**src/rtl/ebpc_pkg.sv**
```systemverilog
// EBPC shared types and constants for the decoder job sequencer.
// Latency: n/a (package only).
// Backpressure: n/a (package only).
package ebpc_pkg;

  // Data word width of the symbol decoder; one BPC block produces DATA_W+1 pushes.
  localparam int unsigned DATA_W         = 8;
  localparam int unsigned PUSH_PER_BLOCK = DATA_W + 1;
  localparam int unsigned PUSH_CNT_W     = $clog2(PUSH_PER_BLOCK + 1);

  typedef enum logic [2:0] {
    DS_IDLE  = 3'd0,
    DS_CLEAR = 3'd1,
    DS_RUN   = 3'd2,
    DS_DONE  = 3'd3,
    DS_ERROR = 3'd4
  } dec_seq_state_t;

  typedef enum logic [1:0] {
    ERR_NONE     = 2'd0,
    ERR_PUSH_CNT = 2'd1,
    ERR_WATCHDOG = 2'd2
  } err_code_t;

endpackage

```
**src/rtl/ebpc_dec_seq_watchdog.sv**
```systemverilog
// Saturating idle counter for the decoder sequencer; expire_o fires on the increment that reaches WD_CYCLES.
// Latency: expire_o is combinational from the counter state and inc_i.
// Backpressure: none; clr_i wins over inc_i.
// Ports: clk_i/rst_ni, clr_i (zero the counter), inc_i (count one idle cycle), expire_o.
module dec_seq_watchdog #(
  parameter int unsigned WD_CYCLES = 1024
) (
  input  logic clk_i,
  input  logic rst_ni,
  input  logic clr_i,
  input  logic inc_i,
  output logic expire_o
);

  localparam int unsigned W = $clog2(WD_CYCLES + 1);

  logic [W-1:0] cnt_q;

  // Fire on the cycle the count would reach WD_CYCLES so the sequencer reacts on cycle WD_CYCLES.
  assign expire_o = inc_i && (cnt_q == W'(WD_CYCLES - 1));

  always_ff @(posedge clk_i or negedge rst_ni) begin
    if (!rst_ni) begin
      cnt_q <= '0;
    end else if (clr_i) begin
      cnt_q <= '0;
    end else if (inc_i && (cnt_q != W'(WD_CYCLES))) begin
      cnt_q <= cnt_q + 1'b1;
    end
  end

endmodule

```
**src/rtl/ebpc_dec_seq.sv**
```systemverilog
// Job-level sequencer for the EBPC symbol decoder: soft-clear, run N blocks, report done/error.
// Latency: done_o one cycle after the last block's vld; CLEAR costs one cycle after start.
// Backpressure: upstream valid/ready gated off between blocks once N blocks have started; dec_rdy_o follows ds_rdy_i in RUN only.
// Ports: job control (start_i, num_blocks_i, abort_i), status (busy_o, done_o, err_o, err_code_o,
//        blocks_done_o), unpacker/decoder data handshake (up_*, dec_data_*), decoder output side
//        (ds_rdy_i, dec_rdy_o, dec_push_i, dec_vld_i) and decoder soft clear dec_clr_o.
// Optional: define EBPC_DEC_SEQ_WATCHDOG_EN to add an idle watchdog (error code WATCHDOG).
module ebpc_dec_seq
  import ebpc_pkg::*;
#(
  parameter int unsigned CNT_W     = 16,
  parameter int unsigned WD_CYCLES = 1024
) (
  input  logic             clk_i,
  input  logic             rst_ni,
  input  logic             start_i,
  input  logic [CNT_W-1:0] num_blocks_i,
  input  logic             abort_i,
  output logic             busy_o,
  output logic             done_o,
  output logic             err_o,
  output logic [1:0]       err_code_o,
  output logic [CNT_W-1:0] blocks_done_o,
  input  logic             up_vld_i,
  output logic             up_rdy_o,
  output logic             dec_data_vld_o,
  input  logic             dec_data_rdy_i,
  input  logic             ds_rdy_i,
  output logic             dec_rdy_o,
  input  logic             dec_push_i,
  input  logic             dec_vld_i,
  output logic             dec_clr_o
);

  dec_seq_state_t        state_q;
  err_code_t             err_code_q;
  logic [CNT_W-1:0]      num_blocks_q;
  logic [CNT_W-1:0]      blocks_done_q;
  logic [CNT_W-1:0]      blocks_started_q;
  logic [PUSH_CNT_W-1:0] push_cnt_q;
  logic                  err_entry_q;

  logic                  in_run;
  logic                  gate;
  logic [PUSH_CNT_W-1:0] push_nxt;
  logic [CNT_W-1:0]      blocks_done_inc;
  logic                  wd_expire;

  assign in_run          = (state_q == DS_RUN);
  assign push_nxt        = push_cnt_q + PUSH_CNT_W'(dec_push_i);
  assign blocks_done_inc = blocks_done_q + 1'b1;

  // Only close the gate between blocks: the decoder's zero-run state needs valid held high mid-block.
  assign gate = in_run && !((push_cnt_q == '0) && (blocks_started_q == num_blocks_q));

  assign up_rdy_o       = dec_data_rdy_i & gate;
  assign dec_data_vld_o = up_vld_i & gate;
  assign dec_rdy_o      = ds_rdy_i & in_run;

  // Abort clears the decoder in the same cycle so no partial block survives into the next job.
  assign dec_clr_o = (state_q == DS_CLEAR) | err_entry_q |
                     (abort_i & ((state_q == DS_CLEAR) | in_run));

  assign busy_o        = (state_q == DS_CLEAR) | in_run;
  assign done_o        = (state_q == DS_DONE);
  assign err_o         = (state_q == DS_ERROR);
  assign err_code_o    = err_code_q;
  assign blocks_done_o = blocks_done_q;

`ifdef EBPC_DEC_SEQ_WATCHDOG_EN
  logic wd_inc;
  logic wd_clr;

  // Only count idle cycles the decoder itself is responsible for: input present and output ready.
  assign wd_inc = in_run & up_vld_i & ds_rdy_i & ~dec_push_i;
  assign wd_clr = ~in_run | dec_push_i;

  dec_seq_watchdog #(
    .WD_CYCLES (WD_CYCLES)
  ) u_watchdog (
    .clk_i    (clk_i),
    .rst_ni   (rst_ni),
    .clr_i    (wd_clr),
    .inc_i    (wd_inc),
    .expire_o (wd_expire)
  );
`else
  logic unused_wd_cycles;

  assign unused_wd_cycles = ^WD_CYCLES;
  assign wd_expire        = 1'b0;
`endif

  always_ff @(posedge clk_i or negedge rst_ni) begin
    if (!rst_ni) begin
      state_q          <= DS_IDLE;
      err_code_q       <= ERR_NONE;
      num_blocks_q     <= '0;
      blocks_done_q    <= '0;
      blocks_started_q <= '0;
      push_cnt_q       <= '0;
      err_entry_q      <= 1'b0;
    end else begin
      err_entry_q <= 1'b0;
      case (state_q)
        DS_IDLE, DS_ERROR: begin
          if (abort_i) begin
            state_q    <= DS_IDLE;
            err_code_q <= ERR_NONE;
          end else if (start_i) begin
            num_blocks_q     <= num_blocks_i;
            blocks_done_q    <= '0;
            blocks_started_q <= '0;
            push_cnt_q       <= '0;
            err_code_q       <= ERR_NONE;
            state_q          <= DS_CLEAR;
          end
        end

        DS_CLEAR: begin
          if (abort_i) begin
            state_q <= DS_IDLE;
          end else if (num_blocks_q == '0) begin
            state_q <= DS_DONE;
          end else begin
            state_q <= DS_RUN;
          end
        end

        DS_RUN: begin
          if (abort_i) begin
            state_q    <= DS_IDLE;
            push_cnt_q <= '0;
          end else begin
            if (dec_push_i && (push_cnt_q == '0)) begin
              blocks_started_q <= blocks_started_q + 1'b1;
            end
            if (dec_vld_i) begin
              if (push_nxt != PUSH_CNT_W'(PUSH_PER_BLOCK)) begin
                err_code_q  <= ERR_PUSH_CNT;
                err_entry_q <= 1'b1;
                state_q     <= DS_ERROR;
              end else begin
                push_cnt_q <= '0;
                if (blocks_done_q != num_blocks_q) begin
                  blocks_done_q <= blocks_done_inc;
                end
                if (blocks_done_inc == num_blocks_q) begin
                  state_q <= DS_DONE;
                end
              end
            end else if (wd_expire) begin
              err_code_q  <= ERR_WATCHDOG;
              err_entry_q <= 1'b1;
              state_q     <= DS_ERROR;
            end else begin
              push_cnt_q <= push_nxt;
            end
          end
        end

        DS_DONE: begin
          state_q <= DS_IDLE;
        end

        default: begin
          state_q <= DS_IDLE;
        end
      endcase
    end
  end

endmodule

```
**config.mk**
```make
export PLATFORM = sky130hd
export DESIGN_NAME = ebpc_dec_seq
export DESIGN_NICKNAME = d
export VERILOG_FILES = /design/src/rtl/ebpc_pkg.sv /design/src/rtl/ebpc_dec_seq_watchdog.sv /design/src/rtl/ebpc_dec_seq.sv
export SDC_FILE = /design/constraint.sdc
export NUM_CORES = 1
export LEC_CHECK = 0
export CORE_ASPECT_RATIO = 1.2
export CORE_MARGIN = 2
export CORE_UTILIZATION = 35
export CTS_BUF_LIST = sky130_fd_sc_hd__clkbuf_4 sky130_fd_sc_hd__clkbuf_8
export DETAILED_ROUTE_END_ITERATION = 8
export GPL_ROUTABILITY_DRIVEN = 0
export GPL_TIMING_DRIVEN = 0
export PLACE_DENSITY_LB_ADDON = 0.05
export SYNTH_ARGS = -nofsm -noshare
export SYNTH_HDL_FRONTEND = slang
export SYNTH_SLANG_ARGS = --single-unit
```
**constraint.sdc**
```tcl
create_clock -name clk_i -period 2.05 [get_ports clk_i]
set_input_delay 0.41 -clock clk_i [delete_from_list [all_inputs] [get_ports clk_i]]
set_output_delay 0.41 -clock clk_i [all_outputs]
set_load 0.01 [all_outputs]
```
==> reports/results.tsv, run 1 <==
stage	metric	value	unit
status	status	finished with violations	
status	failing checks	setup timing	
clocking	cts bufs inserted	9	
clocking	Clock Latency Late Sink	0.36	ns
clocking	clock transition at the registers of the reported paths	0.08	ns
cells_and_area	Layout Cells excl Fill	688	
critical_path	type of origin of the critical path	flop	
power	standby leakage power	0.00232	uW
critical_path	crit path max fanout	2	
critical_path	worst endpoint required time	1.64	ns
die	die area	11600	um2
synth	ranking of synthesized cells by area	dfrtp_1 (38%), xnor2_1 (11%), nand2_1 (7.0%)	
synth	Yosys top cell area share	38.0	%
timing	max-slew violation count	0	
flow_run	MaxCap Viol Count	0	
cells_and_area	area occupied by multi-input gates	2710	um2
detailed_routing	DR pass1 iterations	5	
critical_path	FF-to-FF End	blocks_done_o[13]$_DFFE_PN0P_	
synth	post-synthesis net count	476	
cells_and_area	layout cell share with drive strength beyond 1	35.4	%
detailed_routing	Vias/cell	5.52	
grt	pin count of the biggest net entering global routing	34	
die	core area	10500	um2
placed_design	Detail Placement HPWL	8060	um
synth	synthesis warning total	0	
critical_path	worst r2r path cells	8	
detailed_routing	remaining antenna violation count	0	
timing	Slew @ Worst Pin	0.682	ns
timing	Fin. Hold Viols	0	
worst_hold_path	HP Class	input pin to asynchronous set/reset pin	
timing	post-layout minimum cycle time	2.28	ns
grt	vias in the first global route	3725	
clocking	CTS Sinks	57	
cells_and_area	fin area	5720	um2
detailed_routing	Residual DRC	0	
synth	largest family of logic cells by synthesized area	simple AND/OR/NAND/NOR gates	
die	standard-cell rows	41	
critical_path	critical path class	flop to primary output	
synth	simple logic cell fraction of the synthesized area	28.5	%
timing	max_slew headroom	54.4	%
die	Die Y-Extent	117	um
synth	Main synth FF type	dfrtp_1	
cells_and_area	most frequent cells in the layout	nand2_1 (68), buf_4 (43), dfrtp_1 (41), xnor2_1 (40), clkdlybuf4s50_1 (38)	
synth	Post-synth ARST share	100	%
critical_path	reg2reg start	state_q[0]$_DFFE_PN0P_	
detailed_routing	total number of vias	3795	
timing	highest clock rate	0.439	GHz
synth	mux contribution to synthesized area	0.267	%
synth	post-synthesis compound-gate area fraction	14.7	%
grt	first-pass GRT wire length	19700	um
clocking	CTS tree	built	
placed_design	Port Buffers	47	
timing	worst setup margin	-0.226	ns
placed_design	Placed Cells	624	
synth	Post-synth EDFFs	0	
detailed_routing	Starting DRT DRC Count	237	
grt	total track usage	21.3	%
synth	sequential fraction of the synthesis area	38.0	%
critical_path	arrival time at the worst endpoint	1.87	ns
critical_path	CP Launch Point	blocks_started_q[13]$_DFFE_PN0P_	
cells_and_area	P&R area growth vs syn	52.5	%
synth	Syn Area/Cell	8.39	um2
synth	adder-cell share of the synthesized area	1.33	%
cells_and_area	nets@finish	583	
timing	Final setup viols	19	
cells_and_area	most common cell after layout, fill and taps aside	nand2_1	
grt	Remaining Overflow, GRT	0	
cells_and_area	fillcell total	978	
critical_path	crit end category	primary output	
die	initial core utilization	35.8	%
critical_path	R2R Setup Slk	-0.22	ns
synth	XOR/XNOR Fraction of Synth Area	11.9	%
detailed_routing	wirelength, routed	12500	um
grt	initial antenna violation count	0	
synth	Seq cells post-synth	57	
timing	setup TNS	-2.62	ns
critical_path	Critical Path End	up_rdy_o	
synth	biggest area consumer among synthesized cells	dfrtp_1	
power	pwr dens	545	nW/um2
timing	RSZ-0062 raised after global routing	true	
power	Max VDD drop	0.000326	V
cells_and_area	ant diodes	0	
placed_design	Placement Cell Area	4440	um2
synth	Post-Syn Instances	447	
cells_and_area	Register Area	1450	um2
clocking	H-tree level count	3	
detailed_routing	per-cell routed wire length	18.2	um
timing	clk_skew	0.00974	ns
synth	synthesized cell area	3750	um2
die	die width	98.5	um
clocking	CTS Root Cell	clkbuf_8	
timing	period utilisation layout	111	%
die	IO Pins	50	
synth	post-synth cell types	60	
clocking	clock buffer depth	2	
[area by class of cell]
| cell class | instances | share of cell area, % |
|---|---|---|
| Tap cell | 129 | 2.82 |
| Clock buffer | 11 | 2.65 |
| Timing Repair Buffer | 106 | 17.5 |
| Sequential cell | 57 | 25.3 |
| Multi-Input combinational cell | 350 | 47.4 |
| Inverter | 9 | 0.656 |
| Buffer | 21 | 3.11 |
| Clock inverter | 5 | 0.525 |
[power breakdown]
part | total (uW) | internal [uW] | leakage (uW) | switching (uW)
logic | 795 | 385 | 0.00148 | 410
registers | 1320 | 1200 | 0.000746 | 116
clock network | 1000 | 497 | 0.0000911 | 506
total | 3110 | 2080 | 0.00232 | 1030
[logic make-up (layout without fill, tap and decap cells)]
kind of cell,count (synthesis),in the layout
XOR/XNOR,51,51
AO/OA/AOI/OAI,84,84
buffers and inverters,40,152
adder cells (fa/ha/maj),4,4
multiplexers,1,1
other,1,1
flip-flops,57,57
AND/OR/NAND/NOR,209,209
[routing by layer]
metal	track usage [%]	vias to the layer above	wire, um
met1	28.4	1841	5320
met3	2.80	27	635
li1	-	1810	-
met4	9.59	0	333
met5	0	-	0
met2	34.4	117	6250
[registers in the layout, indices dropped and copies added (netlist names)]
| signal | flops |
|---|---|
| push_cnt_q | 4 |
| num_blocks_q | 16 |
| blocks_done_o | 16 |
| err_entry_q | 1 |
| err_code_o | 1 |
| blocks_started_q | 16 |
| state_q | 3 |
[cells in the mapped netlist, types with 7 or more instances]
master and instances:
clkbuf_1 17, o31ai_1 10, a21oi_1 19, or3_1 7, dfrtp_1 57, and3_1 8
nand4_1 17, nor3_1 10, buf_2 8, nor4_1 13, inv_1 9, nand2_1 70
nor2_1 32, or4_1 7, nand3_1 14, o21ai_0 25, xnor2_1 45
[worst min path at each step]
| stage | from | endpoint |
|---|---|---|
| final | rst_ni | err_code_o[0]$_DFFE_PN0P_ |
| after global routing | rst_ni | err_code_o[0]$_DFFE_PN0P_ |
| after CTS | rst_ni | err_code_o[0]$_DFFE_PN0P_ |
| after detailed placement | rst_ni | blocks_done_o[0]$_DFFE_PN0P_ |
| after global placement | push_cnt_q[0]$_DFFE_PN0P_ | push_cnt_q[0]$_DFFE_PN0P_ |
| after floorplan | rst_ni | blocks_done_o[0]$_DFFE_PN0P_ |
[critical path, cell delays in order (launching register included)]
cell     delay [ns]
dfrtp_1        0.41
xnor2_2        0.15
nand4_1        0.18
nor4_4         0.36
a31oi_4        0.13
and2_1         0.15
buf_2          0.13
[stage by stage]
step	util, %	hold slack (ns)	setup WS, ns	total power, uW
6_report	54.6	0.0768	-0.226	3110
3_3_place_gp	42.3	0.523	-1.42	1910
5_1_grt	54.6	0.136	-0.328	3250
3_5_place_dp	42.4	0.473	-0.815	1920
2_1_floorplan	-	0.114	0.0255	1680
4_1_cts	50.7	0.102	-0.272	3050
[what timing repair did]
action / in CTS / in global routing
pin swaps: 43 / 45
setup endpoints to repair: 55 / 51
hold buffers: 0 / 0
resized for setup: 120 / 72
gates cloned: 1 / 0
setup buffers: 41 / 16
Power figures use the tool's default switching activity.
==> run 2, diff against run 1 <==
--- a/config.mk
+++ b/config.mk
@@ -5,8 +5,8 @@
 export SDC_FILE = /design/constraint.sdc
 export NUM_CORES = 1
 export LEC_CHECK = 0
+export CAP_MARGIN = 0
 export CORE_ASPECT_RATIO = 1.2
-export CORE_MARGIN = 2
 export CORE_UTILIZATION = 35
 export CTS_BUF_LIST = sky130_fd_sc_hd__clkbuf_4 sky130_fd_sc_hd__clkbuf_8
 export DETAILED_ROUTE_END_ITERATION = 8
==> run 2 against run 1 <==
Against the previous run:
- the flow still finishes with violations (setup timing)
- core utilization shrank 1.8 points
- maximum frequency grew 0.68%
- largest cell class unchanged
- largest power group unchanged
- clock power shrank 4%
- sequential share of layout area grew 0.96 points
- worst hold slack lost 0.021 ns
- clock-buffer cell count is the same
- final area shrank 3.3%
- critical endpoint unchanged
- non-clock buffer count shrank 12
- sequential power is essentially flat
- critical path depth is the same
- highest routed layer unchanged
==> reports/results.tsv, run 2 (synthesized netlist as in run 1, its figures left out) <==
stage	metric	value	unit	change
critical_path	FF-to-FF End	blocks_done_o[10]$_DFFE_PN0P_		
power	Int Pwr	2070	uW	-0.54%
detailed_routing	wirelength, routed	12300	um	-2.3%
critical_path	arrival time at the worst endpoint	1.85	ns	-0.02 ns
power	standby leakage power	0.00218	uW	-6.0%
grt	vias in the first global route	3576		-4.0%
power	clock network power share	31.3	%	-0.9 points
critical_path	crit path max fanout	4		+2
cells_and_area	P&R area growth vs syn	47.4	%	
grt	total track usage	22.9	%	+1.6 points
cells_and_area	nets@finish	571		-2.1%
timing	period utilisation layout	110	%	-0.75 points
timing	max_slew headroom	60.7	%	+6.3 points
timing	clk_skew	0.00943	ns	-0.000310 ns
timing	worst setup margin	-0.210	ns	+0.0154 ns
placed_design	Port Buffers	47		unchanged
timing	Slew @ Worst Pin	0.590	ns	-0.0922 ns
die	core area	10500	um2	unchanged
status	status	finished with violations		
die	initial core utilization	35.8	%	unchanged
detailed_routing	total number of vias	3729		-1.7%
flow_run	MaxCap Viol Count	0		unchanged
timing	Final setup viols	18		-1
die	Die Y-Extent	115	um	-1.7%
timing	RSZ-0062 raised after global routing	true		
power	Seq pwr share	42.9	%	+0.7 points
detailed_routing	remaining antenna violation count	0		unchanged
detailed_routing	Vias/cell	5.53		+0.30%
detailed_routing	per-cell routed wire length	18.2	um	-0.23%
grt	Remaining Overflow, GRT	0		unchanged
power	sw power	992	uW	-3.9%
power	logic gate share of total power	25.8	%	+0.3 points
clocking	CTS Root Cell	clkbuf_8		
critical_path	reg2reg start	push_cnt_q[0]$_DFFE_PN0P_		
placed_design	Detail Placement HPWL	8180	um	+1.5%
power	Max VDD drop	0.000285	V	-13%
cells_and_area	Core Util, Final	52.8	%	-1.8 points
critical_path	crit-path cells	xnor2_1 > nand4_1 > nor4_4 > a31oi_4 > and2_1 > buf_2		
critical_path	crit end category	primary output		
timing	post-layout minimum cycle time	2.26	ns	-0.0154 ns
worst_hold_path	HP Class	input pin to asynchronous set/reset pin		
status	failing checks	setup timing		
critical_path	worst endpoint required time	1.64	ns	about the same
timing	highest clock rate	0.442	GHz	+0.68%
clocking	cts bufs inserted	9		unchanged
power	Net Sw Frac	32.4	%	-0.75 points
power	pwr dens	554	nW/um2	+1.7%
clocking	H-tree level count	3		unchanged
clocking	CTS Sinks	57		unchanged
clocking	clock transition at the registers of the reported paths	0.07	ns	about the same
critical_path	CP max stage cell	dfrtp_2		
cells_and_area	layout cell share with drive strength beyond 1	33.9	%	-1.5 points
detailed_routing	DR pass1 iterations	4		-1
critical_path	type of origin of the critical path	flop		
die	die area	11100	um2	-3.7%
die	standard-cell rows	41		unchanged
cells_and_area	most common cell after layout, fill and taps aside	nand2_1		
clocking	clock buffer depth	2		unchanged
clocking	Clock Latency Late Sink	0.35	ns	about the same
cells_and_area	ant diodes	0		unchanged
detailed_routing	Starting DRT DRC Count	161		-32%
cells_and_area	most frequent cells in the layout	nand2_1 (69), xnor2_1 (38), clkdlybuf4s50_1 (38), dfrtp_1 (37), buf_4 (34)		
grt	first-pass GRT wire length	19000	um	-3.5%
die	IO Pins	50		unchanged
power	Pwr Total	3060	uW	-1.6%
timing	Fin. Hold Viols	0		unchanged
clocking	CTS tree	built		
critical_path	R2R Setup Slk	-0.15	ns	+0.07 ns
timing	max-slew violation count	0		unchanged
critical_path	slowest stage delay, CP	0.47	ns	+0.06 ns
detailed_routing	Residual DRC	0		unchanged
critical_path	critical path class	flop to primary output		
critical_path	worst r2r path cells	9		+1
grt	initial antenna violation count	0		unchanged
grt	pin count of the biggest net entering global routing	35		+2.9%
die	die width	96.5	um	-2.0%
clocking	post-cts hold buffer count	0		unchanged
==> run 2: critical path, delay by kind of cell (launching register included) <==
kind	cells	cell delay, ns
and+or+nand+nor	3	0.59
DFF	1	0.47
xor gates and xnor gates	1	0.18
AOI/OAI and AO/OA	1	0.13
buffers and inverters	1	0.13
==> run 2: how the worst max path moves through the flow <==
stage,to,from,cells after the start
floorplan,blocks_done_o[10]$_DFFE_PN0P_,dec_push_i,8
global placement,blocks_started_q[11]$_DFFE_PN0P_,rst_ni,1
detailed placement,blocks_done_o[3]$_DFFE_PN0P_,dec_push_i,9
CTS,up_rdy_o,blocks_started_q[8]$_DFFE_PN0P_,6
global route,up_rdy_o,num_blocks_q[15]$_DFFE_PN0P_,6
finish,up_rdy_o,num_blocks_q[3]$_DFFE_PN0P_,6
==> run 2: power groups by stage <==
stage	combinational [uW]	clock (uW)	sequential (uW)
final	790	960	1310
after global routing	862	1030	1320
after CTS	736	986	1310
after detailed placement	600	0	1320
after global placement	591	0	1320
after floorplan	404	0	1270
==> run 2: area by class of cell <==
| class | count | area (um2) |
|---|---|---|
| Timing Repair Buffer | 93 | 866 |
| Buffer | 22 | 186 |
| Clock inverter | 3 | 17.5 |
| Inverter | 9 | 37.5 |
| Sequential cell | 57 | 1450 |
| Tap cell | 129 | 161 |
| Clock buffer | 11 | 151 |
| Multi-Input combinational cell | 350 | 2660 |
| Fill cell | 1024 | 4940 |
==> run 2: timing repair <==
item                       CTS  global route
pin swaps                   34            32
setup buffers               35             9
resized for setup          113            67
setup endpoints to repair   55            51
cloned                       1             0
==> run 2: layer usage <==
layer / vias up / share of wire [%] / GRT usage [%]
li1: 1770 / - / -
met1: 1833 / 43 / 30.0
met2: 103 / 50 / 37.7
met3: 23 / 3.6 / 3.51
met4: 0 / 2.8 / 8.73
met5: - / 0 / 0
==> run 2: metrics by stage <==
stage / TNS, ns / cells / setup WS (ns) / hold slack (ns) / area (um2)
final: -2.30 / 674 / -0.210 / 0.0561 / 5530
after global routing: -4.08 / 674 / -0.357 / 0.0975 / 5530
after CTS: -3.12 / 666 / -0.259 / 0.0736 / 5220
after detailed placement: -25.25 / 624 / -0.862 / 0.456 / 4440
after global placement: -106.68 / 623 / -1.44 / 0.523 / 4420
after floorplan: 0 / 447 / 0.0255 / 0.114 / 3790
